===== src/rtl/dma_pkg.sv =====
// ---------------------------------------------------------------------------
// dma_pkg
//   Shared definitions for the DMA read/write engines: AXI burst/response
//   encodings, the 4 KB boundary constant, the command record and the read
//   engine state type.
// ---------------------------------------------------------------------------
package dma_pkg;

  localparam logic [1:0]  AXI_BURST_INCR = 2'b01;
  localparam logic [1:0]  AXI_RESP_OKAY  = 2'b00;
  localparam int unsigned BOUNDARY_4K    = 4096;

  // One DMA command as presented on the dmar_* port.
  typedef struct packed {
    logic [31:0] sa;   // start byte address
    logic [31:0] len;  // length in bytes
  } dma_cmd_t;

  typedef enum logic [1:0] {
    IDLE,
    ADDR,
    DRAIN
  } st_rd_e;

endpackage : dma_pkg


===== src/rtl/dma_burst_calc.sv =====
// ---------------------------------------------------------------------------
// dma_burst_calc
//   Combinational burst length calculator shared by the DMA engines.
//   blen = min(MAX_BURST, beats left before the next 4 KB boundary, beats_rem)
//
//   addr_lo    in  12  low 12 bits of the (beat aligned) burst address
//   beats_rem  in  32  beats still to be requested for the command
//   blen       out  9  beats in the next burst (0 when beats_rem is 0)
// ---------------------------------------------------------------------------
module dma_burst_calc
  import dma_pkg::*;
#(
  parameter int unsigned AXI_DW    = 128,
  parameter int unsigned MAX_BURST = 16
) (
  input  logic [11:0] addr_lo,
  input  logic [31:0] beats_rem,
  output logic [8:0]  blen
);

  localparam int unsigned BPB = AXI_DW / 8;
  localparam int unsigned L   = $clog2(BPB);

  logic [12:0] room;  // beats until the 4 KB boundary, 13 bits so 4096 fits
  logic [12:0] cap;

  assign room = (13'(BOUNDARY_4K) - {1'b0, addr_lo}) >> L;

  always_comb begin
    cap = 13'(MAX_BURST);
    if (room < cap) begin
      cap = room;
    end
    if (beats_rem < {19'b0, cap}) begin
      blen = beats_rem[8:0];
    end else begin
      blen = cap[8:0];
    end
  end

endmodule : dma_burst_calc


===== src/rtl/dma_rd_burst_gen.sv =====
// ---------------------------------------------------------------------------
// dma_rd_burst_gen
//   DMA read engine. Accepts one {start address, byte length} command per
//   handshake, splits it into AXI4 INCR read bursts (max MAX_BURST beats,
//   never crossing 4 KB), limits outstanding bursts to MAX_OUTSTANDING and
//   forwards R data to the consumer in order with zero latency. dma_rlast
//   marks only the final beat of the whole command.
//
//   usr_clk / usr_reset_n          clock, async active-low reset
//   dmar_valid/ready/sa/len        command handshake
//   m_ar*                          AXI read address channel (master)
//   m_r*                           AXI read data channel (master)
//   dma_rdata/rlast/rvalid/rready  data stream to the consumer
//   rd_err                         sticky error (zero-length command or
//                                  non-OKAY response), cleared on accept
// ---------------------------------------------------------------------------
module dma_rd_burst_gen
  import dma_pkg::*;
#(
  parameter int unsigned AXI_DW          = 128,
  parameter int unsigned AXI_AW          = 32,
  parameter int unsigned MAX_BURST       = 16,
  parameter int unsigned MAX_OUTSTANDING = 4
) (
  input  logic              usr_clk,
  input  logic              usr_reset_n,
  // command
  input  logic              dmar_valid,
  output logic              dmar_ready,
  input  logic [31:0]       dmar_sa,
  input  logic [31:0]       dmar_len,
  // AXI AR
  output logic              m_arvalid,
  input  logic              m_arready,
  output logic [AXI_AW-1:0] m_araddr,
  output logic [7:0]        m_arlen,
  output logic [2:0]        m_arsize,
  output logic [1:0]        m_arburst,
  // AXI R
  input  logic [AXI_DW-1:0] m_rdata,
  input  logic [1:0]        m_rresp,
  input  logic              m_rlast,
  input  logic              m_rvalid,
  output logic              m_rready,
  // consumer
  output logic [AXI_DW-1:0] dma_rdata,
  output logic              dma_rlast,
  output logic              dma_rvalid,
  input  logic              dma_rready,
  output logic              rd_err
);

  localparam int unsigned BPB = AXI_DW / 8;
  localparam int unsigned L   = $clog2(BPB);
  localparam int unsigned OW  = $clog2(MAX_OUTSTANDING + 1);

  st_rd_e            state_q;
  st_rd_e            state_d;
  logic [AXI_AW-1:0] addr_q;
  logic [31:0]       beats_rem_q;
  logic [OW-1:0]     outstanding_q;
  logic [OW-1:0]     burst_rem_q;
  logic              rd_err_q;

  dma_cmd_t          cmd;
  logic [31:0]       cmd_beats;
  logic [AXI_AW-1:0] cmd_addr;
  logic [8:0]        blen;

  logic              cmd_accept;
  logic              ar_hs;
  logic              r_hs;
  logic              burst_end;
  logic              last_hs;
  logic              busy;

  // -------------------------------------------------------------------------
  // Command decode
  // -------------------------------------------------------------------------
  assign cmd = '{sa: dmar_sa, len: dmar_len};

  // ceil(len / BPB) without the overflow of (len + BPB - 1)
  assign cmd_beats = (cmd.len >> L) + 32'(|cmd.len[L-1:0]);
  assign cmd_addr  = AXI_AW'(cmd.sa) & ~AXI_AW'(BPB - 1);

  // -------------------------------------------------------------------------
  // Burst sizing from the registered address / remaining beats
  // -------------------------------------------------------------------------
  dma_burst_calc #(
    .AXI_DW   (AXI_DW),
    .MAX_BURST(MAX_BURST)
  ) u_burst_calc (
    .addr_lo  (addr_q[11:0]),
    .beats_rem(beats_rem_q),
    .blen     (blen)
  );

  // -------------------------------------------------------------------------
  // Handshakes
  // -------------------------------------------------------------------------
  assign busy       = (state_q != IDLE);
  assign cmd_accept = dmar_valid & dmar_ready;
  assign ar_hs      = m_arvalid & m_arready;
  assign r_hs       = m_rvalid & m_rready;
  assign burst_end  = r_hs & m_rlast;
  assign last_hs    = dma_rlast & dma_rready;

  // -------------------------------------------------------------------------
  // FSM
  // -------------------------------------------------------------------------
  always_ff @(posedge usr_clk or negedge usr_reset_n) begin
    if (!usr_reset_n) begin
      state_q <= IDLE;
    end else begin
      state_q <= state_d;
    end
  end

  always_comb begin
    state_d    = state_q;
    dmar_ready = 1'b0;
    m_arvalid  = 1'b0;
    case (state_q)
      IDLE: begin
        dmar_ready = 1'b1;
        if (cmd_accept && (cmd_beats != 32'd0)) begin
          state_d = ADDR;
        end
      end
      ADDR: begin
        m_arvalid = (outstanding_q < OW'(MAX_OUTSTANDING));
        if (ar_hs && (beats_rem_q == 32'(blen))) begin
          state_d = DRAIN;
        end
      end
      DRAIN: begin
        if (last_hs) begin
          state_d = IDLE;
        end
      end
      default: state_d = IDLE;
    endcase
  end

  // -------------------------------------------------------------------------
  // Address / beat bookkeeping
  // -------------------------------------------------------------------------
  always_ff @(posedge usr_clk or negedge usr_reset_n) begin
    if (!usr_reset_n) begin
      addr_q      <= '0;
      beats_rem_q <= '0;
    end else if (cmd_accept) begin
      addr_q      <= cmd_addr;
      beats_rem_q <= cmd_beats;
    end else if (ar_hs) begin
      addr_q      <= addr_q + (AXI_AW'(blen) << L);
      beats_rem_q <= beats_rem_q - 32'(blen);
    end
  end

  // outstanding and burst_rem move together; an AR and a burst end in the
  // same cycle cancel out
  always_ff @(posedge usr_clk or negedge usr_reset_n) begin
    if (!usr_reset_n) begin
      outstanding_q <= '0;
      burst_rem_q   <= '0;
    end else begin
      case ({ar_hs, burst_end})
        2'b10: begin
          outstanding_q <= outstanding_q + OW'(1);
          burst_rem_q   <= burst_rem_q + OW'(1);
        end
        2'b01: begin
          outstanding_q <= outstanding_q - OW'(1);
          burst_rem_q   <= burst_rem_q - OW'(1);
        end
        default: begin
          outstanding_q <= outstanding_q;
          burst_rem_q   <= burst_rem_q;
        end
      endcase
      if (cmd_accept) begin
        burst_rem_q <= '0;
      end
    end
  end

  // -------------------------------------------------------------------------
  // Sticky error
  // -------------------------------------------------------------------------
  always_ff @(posedge usr_clk or negedge usr_reset_n) begin
    if (!usr_reset_n) begin
      rd_err_q <= 1'b0;
    end else if (cmd_accept) begin
      rd_err_q <= (cmd_beats == 32'd0);
    end else if (r_hs && (m_rresp != AXI_RESP_OKAY)) begin
      rd_err_q <= 1'b1;
    end
  end

  assign rd_err = rd_err_q;

  // -------------------------------------------------------------------------
  // AR channel outputs
  // -------------------------------------------------------------------------
  assign m_araddr  = addr_q;
  assign m_arlen   = 8'(blen - 9'd1);
  assign m_arsize  = 3'(L);
  assign m_arburst = AXI_BURST_INCR;

  // -------------------------------------------------------------------------
  // R pass-through
  // -------------------------------------------------------------------------
  assign dma_rdata  = m_rdata;
  assign dma_rvalid = m_rvalid & busy;
  assign m_rready   = dma_rready & busy;
  assign dma_rlast  = m_rvalid & m_rlast & (state_q == DRAIN) &
                      (burst_rem_q == OW'(1));

endmodule : dma_rd_burst_gen

===== config.mk =====
export PLATFORM = sky130hd
export DESIGN_NAME = dma_rd_burst_gen
export DESIGN_NICKNAME = d
export VERILOG_FILES = /design/src/rtl/dma_pkg.sv /design/src/rtl/dma_burst_calc.sv /design/src/rtl/dma_rd_burst_gen.sv
export SDC_FILE = /design/constraint.sdc
export NUM_CORES = 1
export LEC_CHECK = 0
export ABC_AREA = 1
export BUFFER_PORTS_ARGS = -buffer_cell sky130_fd_sc_hd__buf_2
export CAP_MARGIN = 10
export CELL_PAD_IN_SITES_DETAIL_PLACEMENT = 1
export CELL_PAD_IN_SITES_GLOBAL_PLACEMENT = 1
export CORE_MARGIN = 4
export CORE_UTILIZATION = 32
export CTS_CLUSTER_DIAMETER = 30
export CTS_CLUSTER_SIZE = 16
export DETAILED_ROUTE_END_ITERATION = 10
export PLACE_DENSITY_LB_ADDON = 0.1
export SLEW_MARGIN = 25
export SYNTH_ARGS = -nofsm -noshare
export SYNTH_HDL_FRONTEND = slang
export SYNTH_SLANG_ARGS = --single-unit
export TNS_END_PERCENT = 5

===== constraint.sdc =====
create_clock -name usr_clk -period 5.97 [get_ports usr_clk]
set_clock_uncertainty 0.05 [all_clocks]
set_input_delay 1.791 -clock usr_clk [delete_from_list [all_inputs] [get_ports usr_clk]]
set_output_delay 1.791 -clock usr_clk [all_outputs]
set_load 0.01 [all_outputs]

# [Word-level counts from Yosys, hierarchy flattened]
# Index checks and enable logic that the tools add are counted.
[totals] register_bits=73 latch_bits=0 mem_bits_rw=0 mem_bits_ro=0 in_bits=201 output_inout_bits=179 word_cells=68 mem_count=0
[classes] addsub=9 multipliers=0 n_div=0 n_lt_le_gt_ge=3 n_eq_ne=9 n_shift=0 n_mux=17 n_bitwise=10 n_reduce_logical=14
[op_table] operator="$mux 32" count=4
[op_table] operator="$add 32x13->32" count=1
[op_table] operator="$eq 32x9->1" count=1
[op_table] operator="$logic_not 32->1" count=1
[op_table] operator="$lt 32x13->1" count=1
[op_table] operator="$reduce_bool 32->1" count=1
[op_table] operator="$sub 32x9->32" count=1
[op_table] operator="$add 28x1->29" count=1
[op_table] operator="$mux 9" count=2
[op_table] operator="$sub 13x12->13 const A" count=1
[op_table] operator="$pmux 3 s2" count=2
[op_table] operator="$and 1x1->1" count=10
[op_table] operator="$reduce_bool 2->1" count=5
[op_table] operator="$lt 9x5->1 const B" count=1
[op_table] operator="$sub 8x1->8 const B" count=1
[op_table] operator="$add 3x1->3 const B" count=2
[op_table] operator="$mux 2" count=3
[op_table] operator="$ne 2x2->1 const B" count=3
[op_table] operator="$pmux 2 s3" count=1
[op_table] operator="$sub 3x1->3 const B" count=2
[op_table] operator="$eq 2x1->1 const B" count=2
[op_table] operator="$eq 2x2->1 const B" count=2
[op_table] operator="$mux 1" count=4
[op_table] operator="$reduce_or 4->1" count=1
[op_table] operator="7 further kinds" count=9

# [Depth between registers and ports, before layout]
[logic_depth] word_depth=9 mapped_depth=39 ltp_nobuf=38

# [Hierarchy]
# A second synthesis with hierarchy kept.
[hier_totals] hier_cells=1221 hier_area_um2=7903.8
[by_module_without_submodules] mod="dma_rd_burst_gen" n_inst=1 cells_each=1133 area_each_um2=7352.1 seq_area_each_um2=1726.7
[by_module_without_submodules] mod="dma_burst_calc" n_inst=1 cells_each=88 area_each_um2=551.8 seq_area_each_um2=0.0

# [Least setup slack after synthesis]
# OpenSTA, ideal clock, no wires.
[synth_timing] path_type="flip-flop to output port" startpoint="reg addr_q[4], in the netlist m_araddr[4]" endpoint="out m_arlen[6]" arrival_ns=3.456 t_required_ns=4.129 setup_slack_ns=0.673 stages_incl_launch_ff=26 path_buffers=1 cell_sequence="dfrtp_1 > inv_1 > ha_1 > nand2_1 > nor2_1 > nand2_1 > nand2_1 > nand2_1 > nor2_1 > nand2_1 > a21oi_1 > inv_1 > ha_1 > nand2_1 > inv_1 > nand2_1 > nand2_1 > nand2_1 > nand2_1 > nand2_4 > nand2_4 > buf_6 > o21ai_1 > ha_1 > o2111ai_1 > xnor2_1"
[synth_between] elab_chain_len=6
[synth_rtl] item="from (decl)" line_no="dma_rd_burst_gen.sv:59" source="logic [AXI_AW-1:0] addr_q;"
[synth_rtl] item="from (signal assigned)" line_no="dma_rd_burst_gen.sv:153" source="addr_q <= cmd_addr;"
[synth_rtl] item="from (signal assigned)" line_no="dma_rd_burst_gen.sv:156" source="addr_q <= addr_q + (AXI_AW'(blen) << L);"
[synth_rtl] item="$sub 13x12->13 *" line_no="dma_burst_calc.sv:27" source="assign room = (13'(BOUNDARY_4K) - {1'b0, addr_lo}) >> L;"
[synth_rtl] item="$lt 9x5->1" line_no="dma_burst_calc.sv:31" source="if (room < cap) begin"
[synth_rtl] item="$mux 9 *" line_no="dma_burst_calc.sv:31"
[synth_rtl] item="$lt 32x13->1" line_no="dma_burst_calc.sv:34" source="if (beats_rem < {19'b0, cap}) begin"
[synth_rtl] item="$mux 9 *" line_no="dma_burst_calc.sv:34"
[synth_rtl] item="$sub 8x1->8 *" line_no="dma_rd_burst_gen.sv:207" source="assign m_arlen = 8'(blen - 9'd1);"
[synth_rtl] item="to (decl)" line_no="dma_rd_burst_gen.sv:36" source="output logic [7:0] m_arlen,"
# Mark *: on every way between the ends. The rest lies on a longest branch, timed or not.

# [Worst setup path after layout]
# Same ends and word-level chain as after synthesis.

==> summary.md <==
| Metric | Value |
|---|---|
| Total wire length | `roughly 30 mm` |
| Synth Flop Type | `dfrtp_1` |
| Period utilization | `roughly 93%` |
| Inserted Diodes | `0` |
| DIE AREA | `between 0.02 and 0.03 mm2` |
| Vias in the first global route | `between 8000 and 9000` |
| R2R Setup Slk | `approximately 1.3 ns` |
| Crit Path Class | `register to primary output` |
| NumNets Final | `approximately 1500` |
| Via density | `about 5.0` |
| Synthesized instance count | `about 1300` |
| Fraction of layout cells with a size suffix above 1 | `17.54%` |
| Row count | `58` |
| Least-Margin Pin Slew | `between 0.6 and 0.7 ns` |
| Top-count cell post-synth | `nand2_1` |
| First-pass GRT wire length | `47.02 mm` |
| Root Buffer | `clkbuf_16` |
| Num CTS Buffers | `9` |
| WL/cell | `between 15 and 20 um` |
| Clock slew at reported path FFs | `roughly 0.080 ns` |
| I/O Buffers | `between 100 and 150` |
| Post-Syn Area | `roughly 0.0082 mm2` |
| FMAX | `~180 MHz` |
| LEAKAGE | `roughly 4.4 nW` |
| Gr usage total | `about a fifth` |
| Commonest cells in the netlist | `nand2_1, inv_1, buf_4` |
| Grt ovf | `0` |
| Clock Sinks | `69` |
| Critical path peak fanout | `11` |
| Netlist cell types | `54` |
| Sequential area share after synthesis | `21.03%` |
| DRC violations left | `0` |
| Power per Cell Area | `a little under 400 mW/mm2` |
| H-tree Lvls | `3` |
| Hold Path Depth | `1` |
| I/O pin count | `380` |
| Final hold slack | `0.4270 ns` |
| Final ANT Viol Nets | `0` |
| Initial Utilization | `32.61%` |
| WP data required | `between 4 and 5 ns` |
| DPL Wire Length | `between 20 and 25 mm` |
| Largest net degree at the start of global routing | `51` |
| Tmin final | `5.578 ns` |
| Layout Cell Area excl Fill | `approximately 0.0086 mm2` |
| CP startpoint kind | `register` |
| DR pass1 iterations | `4` |
| Area growth syn-to-layout | `4.525%` |
| Reg2reg path depth | `31` |
| Reg2reg start | `m_araddr[4]` |
| Worst Hold Class | `register to register` |
| VDD IR max | `0.0001685 V` |
| Number of flops mapped to enable cells by yosys | `0` |
| Rel. slew slack | `between 50% and 60%` |
| CP endpoint kind | `primary output` |
| Die W | `about 170 um` |
| GPL Wtd Cong | `0.9063` |
| R2r endpoint | `state_q[1]` |
| Area share of the largest cell type after synthesis | `between 20% and 30%` |
| Largest cells by area after synthesis | `dfrtp_1, nand2_1, buf_4` |
| RSZ-0062 raised after global routing | `false` |
| Final Max Tran Viols | `0` |
| Outcome | `finished, final reports clean` |
| Ys async rst share | `between 90% and 100%` |
| Initial antenna violation count | `0` |
| Clock Tree Buf Depth | `2` |
| Setup TNS | `0 ns` |
| Yosys warnings | `0` |
| Avg Cell Area, Syn | `approximately 6.3 um2` |
| Cell taking the most area after synthesis | `dfrtp_1` |
| Placed cell area | `between 0.008 and 0.009 mm2` |
| Placeable Area | `~0.025 mm2` |
| Final hold vios | `0` |
| CP arrival | `between 3 and 4 ns` |
| Number of synthesized register bits | `a little under 70` |
| TritonCTS clock tree | `done` |
| Crit path from | `m_araddr[4]` |
| Via count | `8094` |
| Maxcap violations | `0` |
| Critical Path End | `m_arlen[6]` |
| Worst-skew pair later-pin latency | `around 0.36 ns` |
| Die Y | `between 150 and 200 um` |
| First DRT Iteration DRCs | `347` |
| Final setup vio count | `0` |
routing by layer:
metal	share of wire, %	vias up	global-route usage, %
met5	0	-	0
met4	2.2	0	5.928
met3	4.4	74	2.465
met2	47	174	34.66
met1	47	3857	28.14
li1	-	3989	-
logic make-up (layout without fill, tap and decap cells):
| kind of cell | Yosys count | in the layout | share of synthesized area (%) |
|---|---|---|---|
| other | 2 | 13 | 0.09146 |
| and+or+nand+nor | 693 | 693 | 39.16 |
| AOI/OAI and AO/OA | 123 | 123 | 8.746 |
| buffers and inverters | 347 | 328 | 22.35 |
| adders and majority gates | 28 | 28 | 4.358 |
| xor gates and xnor gates | 40 | 40 | 4.266 |
| DFF | 69 | 69 | 21.03 |
state kept, by name (all words and copies together) (netlist names):
| signal | cells |
|---|---|
| beats_rem_q | 32 |
| m_araddr | 28 |
| burst_rem_q | 3 |
| outstanding_q | 3 |
| state_q | 2 |
| rd_err | 1 |
layout by cell type (no fill, tap or decap), types with 4 or more instances in the layout:
master / netlist / layout
inv_1: 176 / 173
nand3_2: 12 / 12
ha_1: 27 / 26
a22oi_1: 8 / 8
nand2_4: 5 / 5
xnor2_1: 12 / 12
clkbuf_16: 0 / 9
nand2_1: 311 / 310
a31oi_1: 7 / 7
o211ai_1: 4 / 4
a21oi_1: 37 / 35
conb_1: 2 / 13
nor3_1: 31 / 30
dfrtp_1: 69 / 68
nor3_2: 4 / 5
buf_2: 1 / 109
inv_6: 0 / 4
o22ai_1: 4 / 4
inv_2: 7 / 11
nor2_4: 4 / 6
nor2_1: 124 / 119
nor4_1: 16 / 16
o21ai_0: 39 / 39
o21bai_1: 5 / 5
nand4_1: 20 / 20
nor2_2: 5 / 8
nand3b_1: 6 / 6
xor2_1: 28 / 28
buf_4: 137 / 15
nand3_1: 120 / 120
o21ai_1: 6 / 5
nand2_2: 22 / 22
layout make-up:
type                            instances  area (um2)
Clock buffer                            9       225.2
Multi-Input combinational cell        897        4748
Fill cell                            3317       16600
Sequential cell                        69        1728
Timing Repair Buffer                  124       658.1
Tap cell                              330       412.9
Clock inverter                          7       102.6
Inverter                              188       708.2
power breakdown:
part           leakage, nW  switching [mW]  internal (mW)
Combinational         3.37            1.15          0.605
Clock                0.157           0.264          0.373
Sequential           0.837           0.294          0.666
how the worst min path moves through the flow:
stage                                  end        startpoint  slack, ns
final                     outstanding_q[0]  outstanding_q[0]       0.43
after global routing      outstanding_q[0]  outstanding_q[0]       0.46
after CTS                 outstanding_q[0]  outstanding_q[0]       0.43
after detailed placement  outstanding_q[0]  outstanding_q[0]       0.42
after global placement    outstanding_q[0]  outstanding_q[0]       0.41
after floorplan           outstanding_q[0]  outstanding_q[0]       0.40
metrics by stage:
stage	instances	utilization, %	worst slack, ns	power, mW
finish	1624	34.09	0.3922	3.355
global route	1624	34.09	0.05238	3.687
CTS	1621	33.83	0.02592	3.387
detailed placement	1605	32.49	0.2725	2.728
global placement	1605	32.49	0.3183	2.693
floorplan	1313	-	0.6735	2.160
critical path, stage by stage (launching register included):
cell,delay [ns]
dfrtp_1,0.39
inv_2,0.13
ha_2,0.21
nand2_1,0.05
nor2_1,0.10
nand2_1,0.06
nand2_1,0.05
nand2_1,0.08
nor2_4,0.13
nand2_4,0.10
a21oi_2,0.16
inv_1,0.12
ha_1,0.28
nand2_1,0.07
inv_1,0.03
nand2_1,0.05
nand2_1,0.05
nand2_1,0.05
nand2_1,0.08
nand2_4,0.13
nand2_8,0.09
o21ai_2,0.25
ha_1,0.26
o2111ai_1,0.14
xnor2_1,0.16
buf_2,0.16
timing repair:
item | 4_1_cts | 5_1_grt
resized for setup | 3 | 14
setup buffers | 0 | 3
pin swaps | 0 | 1
hold buffers | 0 | 0
cloned | 0 | 0
setup endpoints to repair | 2 | 5
hold endpoints to repair | 0 | 0
(Power assumes the default switching activity.)
